<file path="config.mk">
export PLATFORM = sky130hd
export DESIGN_NAME = mul_arbiter
export DESIGN_NICKNAME = d
export VERILOG_FILES = /design/src/rtl/mul_arbiter.sv
export SDC_FILE = /design/constraint.sdc
export NUM_CORES = 1
export LEC_CHECK = 0
export ABC_AREA = 1
export CAP_MARGIN = 25
export CORE_MARGIN = 2
export CORE_UTILIZATION = 54
export CTS_CLUSTER_SIZE = 16
export DETAILED_ROUTE_END_ITERATION = 7
export PLACE_DENSITY_LB_ADDON = 0.25
export SLEW_MARGIN = 10
export SYNTH_ARGS = -nofsm -noshare
export SYNTH_HDL_FRONTEND = slang
export SYNTH_HIERARCHICAL = 1
export SYNTH_SLANG_ARGS = --single-unit
export TNS_END_PERCENT = 1
</file>
<file path="constraint.sdc">
create_clock -name clk -period 5.7 [get_ports clk]
set_clock_uncertainty 0.1 [all_clocks]
set_input_delay 0.855 -clock clk [delete_from_list [all_inputs] [get_ports clk]]
set_output_delay 0.855 -clock clk [all_outputs]
set_load 0.02 [all_outputs]
</file>
<file path="src/rtl/mul_arbiter.sv">
// Round-robin arbiter that shares one combinational multiplier among NUM_REQ requesters.
// It registers the granted operands, holds them for a settle window, and then captures a tagged product.
module n_bit_mul #(
  parameter int BIT_DEPTH = 8
) (
  input  logic [BIT_DEPTH-1:0]   a_i,
  input  logic [BIT_DEPTH-1:0]   b_i,
  output logic [2*BIT_DEPTH-1:0] c_o
);
  logic [2*BIT_DEPTH-1:0] a_ext;
  logic [2*BIT_DEPTH-1:0] b_ext;

  assign a_ext = {{BIT_DEPTH{1'b0}}, a_i};
  assign b_ext = {{BIT_DEPTH{1'b0}}, b_i};
  assign c_o   = a_ext * b_ext;
endmodule

module mul_arbiter #(
  parameter  int BIT_DEPTH   = 8,
  parameter  int NUM_REQ     = 4,
  parameter  int WAIT_CYCLES = 1,
  localparam int ID_W        = (NUM_REQ > 1) ? $clog2(NUM_REQ) : 1
) (
  input  logic                           clk,
  input  logic                           rst_n,
  input  logic [NUM_REQ-1:0]             req_valid,
  output logic [NUM_REQ-1:0]             req_ready,
  input  logic [NUM_REQ*BIT_DEPTH-1:0]   req_a,
  input  logic [NUM_REQ*BIT_DEPTH-1:0]   req_b,
  output logic                           resp_valid,
  input  logic                           resp_ready,
  output logic [2*BIT_DEPTH-1:0]         resp_c,
  output logic [ID_W-1:0]                resp_id,
  output logic                           busy
);
  localparam int CNT_W = $clog2(WAIT_CYCLES + 1);

  typedef enum logic [1:0] {
    IDLE = 2'd0,
    CALC = 2'd1,
    DONE = 2'd2
  } state_e;

  state_e                 state_q, state_d;
  logic [ID_W-1:0]        ptr_q, ptr_d;
  logic [ID_W-1:0]        id_q, id_d;
  logic [CNT_W-1:0]       cnt_q, cnt_d;
  logic [BIT_DEPTH-1:0]   op_a_q, op_a_d;
  logic [BIT_DEPTH-1:0]   op_b_q, op_b_d;
  logic [2*BIT_DEPTH-1:0] resp_c_q, resp_c_d;
  logic [ID_W-1:0]        resp_id_q, resp_id_d;
  logic                   resp_valid_q, resp_valid_d;
  logic [2*BIT_DEPTH-1:0] prod;
  logic [ID_W-1:0]        grant;
  logic                   grant_vld;
  logic [ID_W:0]          search_idx;

  n_bit_mul #(.BIT_DEPTH(BIT_DEPTH)) u_mul (
    .a_i (op_a_q),
    .b_i (op_b_q),
    .c_o (prod)
  );

  // First valid requester at or after ptr, wrapping modulo NUM_REQ
  always_comb begin
    grant      = ptr_q;
    grant_vld  = 1'b0;
    search_idx = {(ID_W+1){1'b0}};
    for (int k = 0; k < NUM_REQ; k++) begin
      search_idx = {1'b0, ptr_q} + (ID_W+1)'(k);
      if (search_idx >= (ID_W+1)'(NUM_REQ)) begin
        search_idx = search_idx - (ID_W+1)'(NUM_REQ);
      end else begin
        search_idx = search_idx;
      end
      if (!grant_vld && req_valid[search_idx[ID_W-1:0]]) begin
        grant     = search_idx[ID_W-1:0];
        grant_vld = 1'b1;
      end else begin
        grant_vld = grant_vld;
      end
    end
  end

  // Sequencer: accept in IDLE, settle in CALC, present the response in DONE
  always_comb begin
    state_d      = state_q;
    ptr_d        = ptr_q;
    id_d         = id_q;
    cnt_d        = cnt_q;
    op_a_d       = op_a_q;
    op_b_d       = op_b_q;
    resp_c_d     = resp_c_q;
    resp_id_d    = resp_id_q;
    resp_valid_d = resp_valid_q;
    req_ready    = {NUM_REQ{1'b0}};
    case (state_q)
      IDLE: begin
        if (grant_vld) begin
          req_ready[grant] = 1'b1;
          op_a_d  = req_a[grant*BIT_DEPTH +: BIT_DEPTH];
          op_b_d  = req_b[grant*BIT_DEPTH +: BIT_DEPTH];
          id_d    = grant;
          ptr_d   = (int'(grant) == NUM_REQ - 1) ? {ID_W{1'b0}} : grant + ID_W'(1);
          cnt_d   = {CNT_W{1'b0}};
          state_d = CALC;
        end else begin
          state_d = IDLE;
        end
      end
      // The operands have been stable for WAIT_CYCLES full cycles after the load edge when cnt reaches WAIT_CYCLES
      CALC: begin
        if (cnt_q == CNT_W'(WAIT_CYCLES)) begin
          resp_c_d     = prod;
          resp_id_d    = id_q;
          resp_valid_d = 1'b1;
          state_d      = DONE;
        end else begin
          cnt_d = cnt_q + CNT_W'(1);
        end
      end
      DONE: begin
        if (resp_ready) begin
          resp_valid_d = 1'b0;
          state_d      = IDLE;
        end else begin
          state_d = DONE;
        end
      end
      default: begin
        state_d = IDLE;
      end
    endcase
  end

  // State and datapath registers
  always_ff @(posedge clk or negedge rst_n) begin
    if (!rst_n) begin
      state_q      <= IDLE;
      ptr_q        <= {ID_W{1'b0}};
      id_q         <= {ID_W{1'b0}};
      cnt_q        <= {CNT_W{1'b0}};
      op_a_q       <= {BIT_DEPTH{1'b0}};
      op_b_q       <= {BIT_DEPTH{1'b0}};
      resp_c_q     <= {(2*BIT_DEPTH){1'b0}};
      resp_id_q    <= {ID_W{1'b0}};
      resp_valid_q <= 1'b0;
    end else begin
      state_q      <= state_d;
      ptr_q        <= ptr_d;
      id_q         <= id_d;
      cnt_q        <= cnt_d;
      op_a_q       <= op_a_d;
      op_b_q       <= op_b_d;
      resp_c_q     <= resp_c_d;
      resp_id_q    <= resp_id_d;
      resp_valid_q <= resp_valid_d;
    end
  end

  assign resp_valid = resp_valid_q;
  assign resp_c     = resp_c_q;
  assign resp_id    = resp_id_q;
  assign busy       = (state_q != IDLE);
endmodule
</file>
==> flow_summary.ini <==
[detailed_routing]
route.detailed.drc = 0
via_count = 4853
vias_per_cell = 5.15
route.antenna.remaining_nets = 0
drt-wirelength-per-cell_um = 12.5
wirelength_um = 11700
drt_first_pass_iters = 5
initialDrtViolationCount = 267

[min_path]
timing.hold.worst.class = input pin to async pin

[synthesis]
synth-warning-count = 6
netlist_top_cells_area = sky130_fd_sc_hd__nand2_1 (23%), sky130_fd_sc_hd__dfrtp_1 (21%), sky130_fd_sc_hd__fa_1 (14%), sky130_fd_sc_hd__inv_1 (10%), sky130_fd_sc_hd__ha_1 (9.1%)
async_flop_share_pct = 100
syn-cell-area_mm2 = 0.00510
synthDominantAreaCellType = sky130_fd_sc_hd__nand2_1
syn_area_cell_um2 = 6.66
seq_total_area_yosys_pct = 20.6
ys_ff_latch = 42
postSynthCellCount = 765
synth_edf_count = 0
synthDistinctLibCells = 26
leading_register_cell_type_out_of_synthesis = sky130_fd_sc_hd__dfrtp_1
synth_top_cell_area_share_pct = 22.7
postSynthNetCount = 909

[clocking]
clock_tree.htree_level_count = 2
clk_root_buffer_cell = sky130_fd_sc_hd__clkbuf_8
cts_setup_buffers = 0
cts_repair_resize_count = 0
cts_tree = built
worstSkewPairLatency_ns = 0.30
clk_transition_reported_paths_ns = 0.08
clock_sinks = 42
cts_buffer_depth = 2
cts.hold.buffers_added = 0
cts-buffers-inserted = 5

[global_routing]
groute.usage.overall_pct = 25.0
grt_first_pass_wirelength_um = 21000
gr-total-overflow = 0
largest_net_degree_at_the_start_of_global_routing = 43
grt_antenna_before_repair = 0
number_of_global_route_vias_before_repair = 4931

[floorplan]
design.core.area_mm2 = 0.00920
floorplan.io_pins = 95
floorplan.initialDensity_pct = 55.4
die_h_um = 101
die_area_mm2 = 0.0102
horizontal_extent_of_the_die_um = 101
placement_rows = 35

[timing]
tightest_slew_ns = 0.837
setup_viol = 0
max_slew_margin_pct = 44.1
whs_ns = 0.291
report.final.hold_viol_count = 0
final-max-slew-violation-count = 0
rsz0062_at_grt = no
timing.final.crit_period_ns = 4.75
totalNegativeSetupSlack_ns = 0
clock.fmax_ghz = 0.211
final.period_utilization_pct = 83.3

[placed_design]
globalplace.congestion = 0.889
placement.io_buffers = 94
dp_hpwl_um = 9430
detailed_place.area_mm2 = 0.00600

[final_layout]
most-common-layout-cells = sky130_fd_sc_hd__nand2_1 (308), sky130_fd_sc_hd__inv_1 (136), sky130_fd_sc_hd__clkdlybuf4s50_1 (93)
most_common_cell_after_layout_fill_and_taps_aside = sky130_fd_sc_hd__nand2_1
drive_gt1_share_pct = 6.38
area_growth_syn_to_layout_pct = 19.9
antenna_cells = 0
filler_cell_count_in_the_final_layout = 830
layout.nets = 974
layout.cell_area.non_filler_mm2 = 0.00611
multi_input_area_mm2 = 0.00332
ff_latch_area_mm2 = 0.00105

[worst_setup_path]
worst-endpoint-arrival_ns = 3.79
cp_max_fo = 34
cp_data_required_time_ns = 4.74
timing_worst_setup_path_type = input pin to primary output
timing.critical_path.from_type = input pin
worst_setup_path_end_kind = primary output

[outcome]
run_status = finished, final reports clean

[flow_run]
drv.max_cap_violation_count = 0
sequential cells by signal, indices dropped and copies added, names as in the netlist:
register / cells
resp_id: 2
ptr_q: 2
cnt_q: 1
op_a_q: 8
op_b_q: 8
state_q: 2
resp_c: 16
resp_valid: 1
id_q: 2
per-layer routing:
layer | vias to the layer above | GRT usage (%) | share of wire [%]
li1 | 2432 | - | -
met1 | 2249 | 31.7 | 44
met2 | 143 | 45.0 | 50
met3 | 29 | 2.76 | 4.2
met4 | 0 | 7.69 | 2.3
met5 | - | 0 | 0
path summary, 6_finish.rpt:
check	start	end	slack, ns	cells after the start
max	req_valid[3]	req_ready[3]	0.95	12
min	rst_n	resp_c[7]$_DFFE_PN0P_	0.29	1
max reg2reg	op_a_q[3]$_DFFE_PN0P_	resp_c[12]$_DFFE_PN0P_	1.28	16
min reg2reg	resp_valid$_DFFE_PN0P_	resp_valid$_DFFE_PN0P_	0.41	2
max in group asynchronous	rst_n	op_a_q[6]$_DFFE_PN0P_	4.77	2
min in group clk	resp_valid$_DFFE_PN0P_	resp_valid$_DFFE_PN0P_	0.41	2
synthesized netlist by cell type, drive strengths merged, types with 8 or more instances:
library cell and count:
clkbuf 16, nand3 90, buf 22, o21ai 9
dfrtp 42, ha 37, nand4 8, nand2 320
mux2 16, inv 143, fa 36, nor2 14
cell type report:
| class | count | area share (%) |
|---|---|---|
| clock buffers | 7 | 1.41 |
| clock inverters | 1 | 0.143 |
| inverters | 143 | 8.78 |
| multi-input cells | 542 | 54.3 |
| flip-flops and latches | 42 | 17.2 |
| well taps | 111 | 2.27 |
| repair buffers | 96 | 15.9 |
logic make-up after synthesis:
logic type	after synthesis	share of synthesized area (%)
simple gates	432	35.6
buf+inv	181	14.2
fa+ha+maj	73	23.2
flops	42	20.6
mux	16	3.53
compound gates	14	1.62
xor+xnor	7	1.20
per-stage QoR:
stage / setup WS [ns] / std cells / util, %
floorplan: 1.56 / 765 / -
global placement: 1.16 / 932 / 65.1
detailed placement: 1.01 / 933 / 65.2
CTS: 0.995 / 941 / 66.3
global route: 0.725 / 942 / 66.5
finish: 0.950 / 942 / 66.5
critical path, cell delays in order:
cell                              delay, ns
sky130_fd_sc_hd__clkdlybuf4s50_1       0.46
sky130_fd_sc_hd__nand2_1               0.10
sky130_fd_sc_hd__nand2_1               0.07
sky130_fd_sc_hd__nand2_1               0.10
sky130_fd_sc_hd__nand2_2               0.10
sky130_fd_sc_hd__nor2_2                0.15
sky130_fd_sc_hd__nand4_2               0.65
sky130_fd_sc_hd__nand2_1               0.37
sky130_fd_sc_hd__ha_1                  0.18
sky130_fd_sc_hd__inv_1                 0.04
sky130_fd_sc_hd__nor2_1                0.09
sky130_fd_sc_hd__clkdlybuf4s50_1       0.61
Power is not shown: default switching activity piles up to over one toggle a cycle in this logic, so the estimate is an artifact.
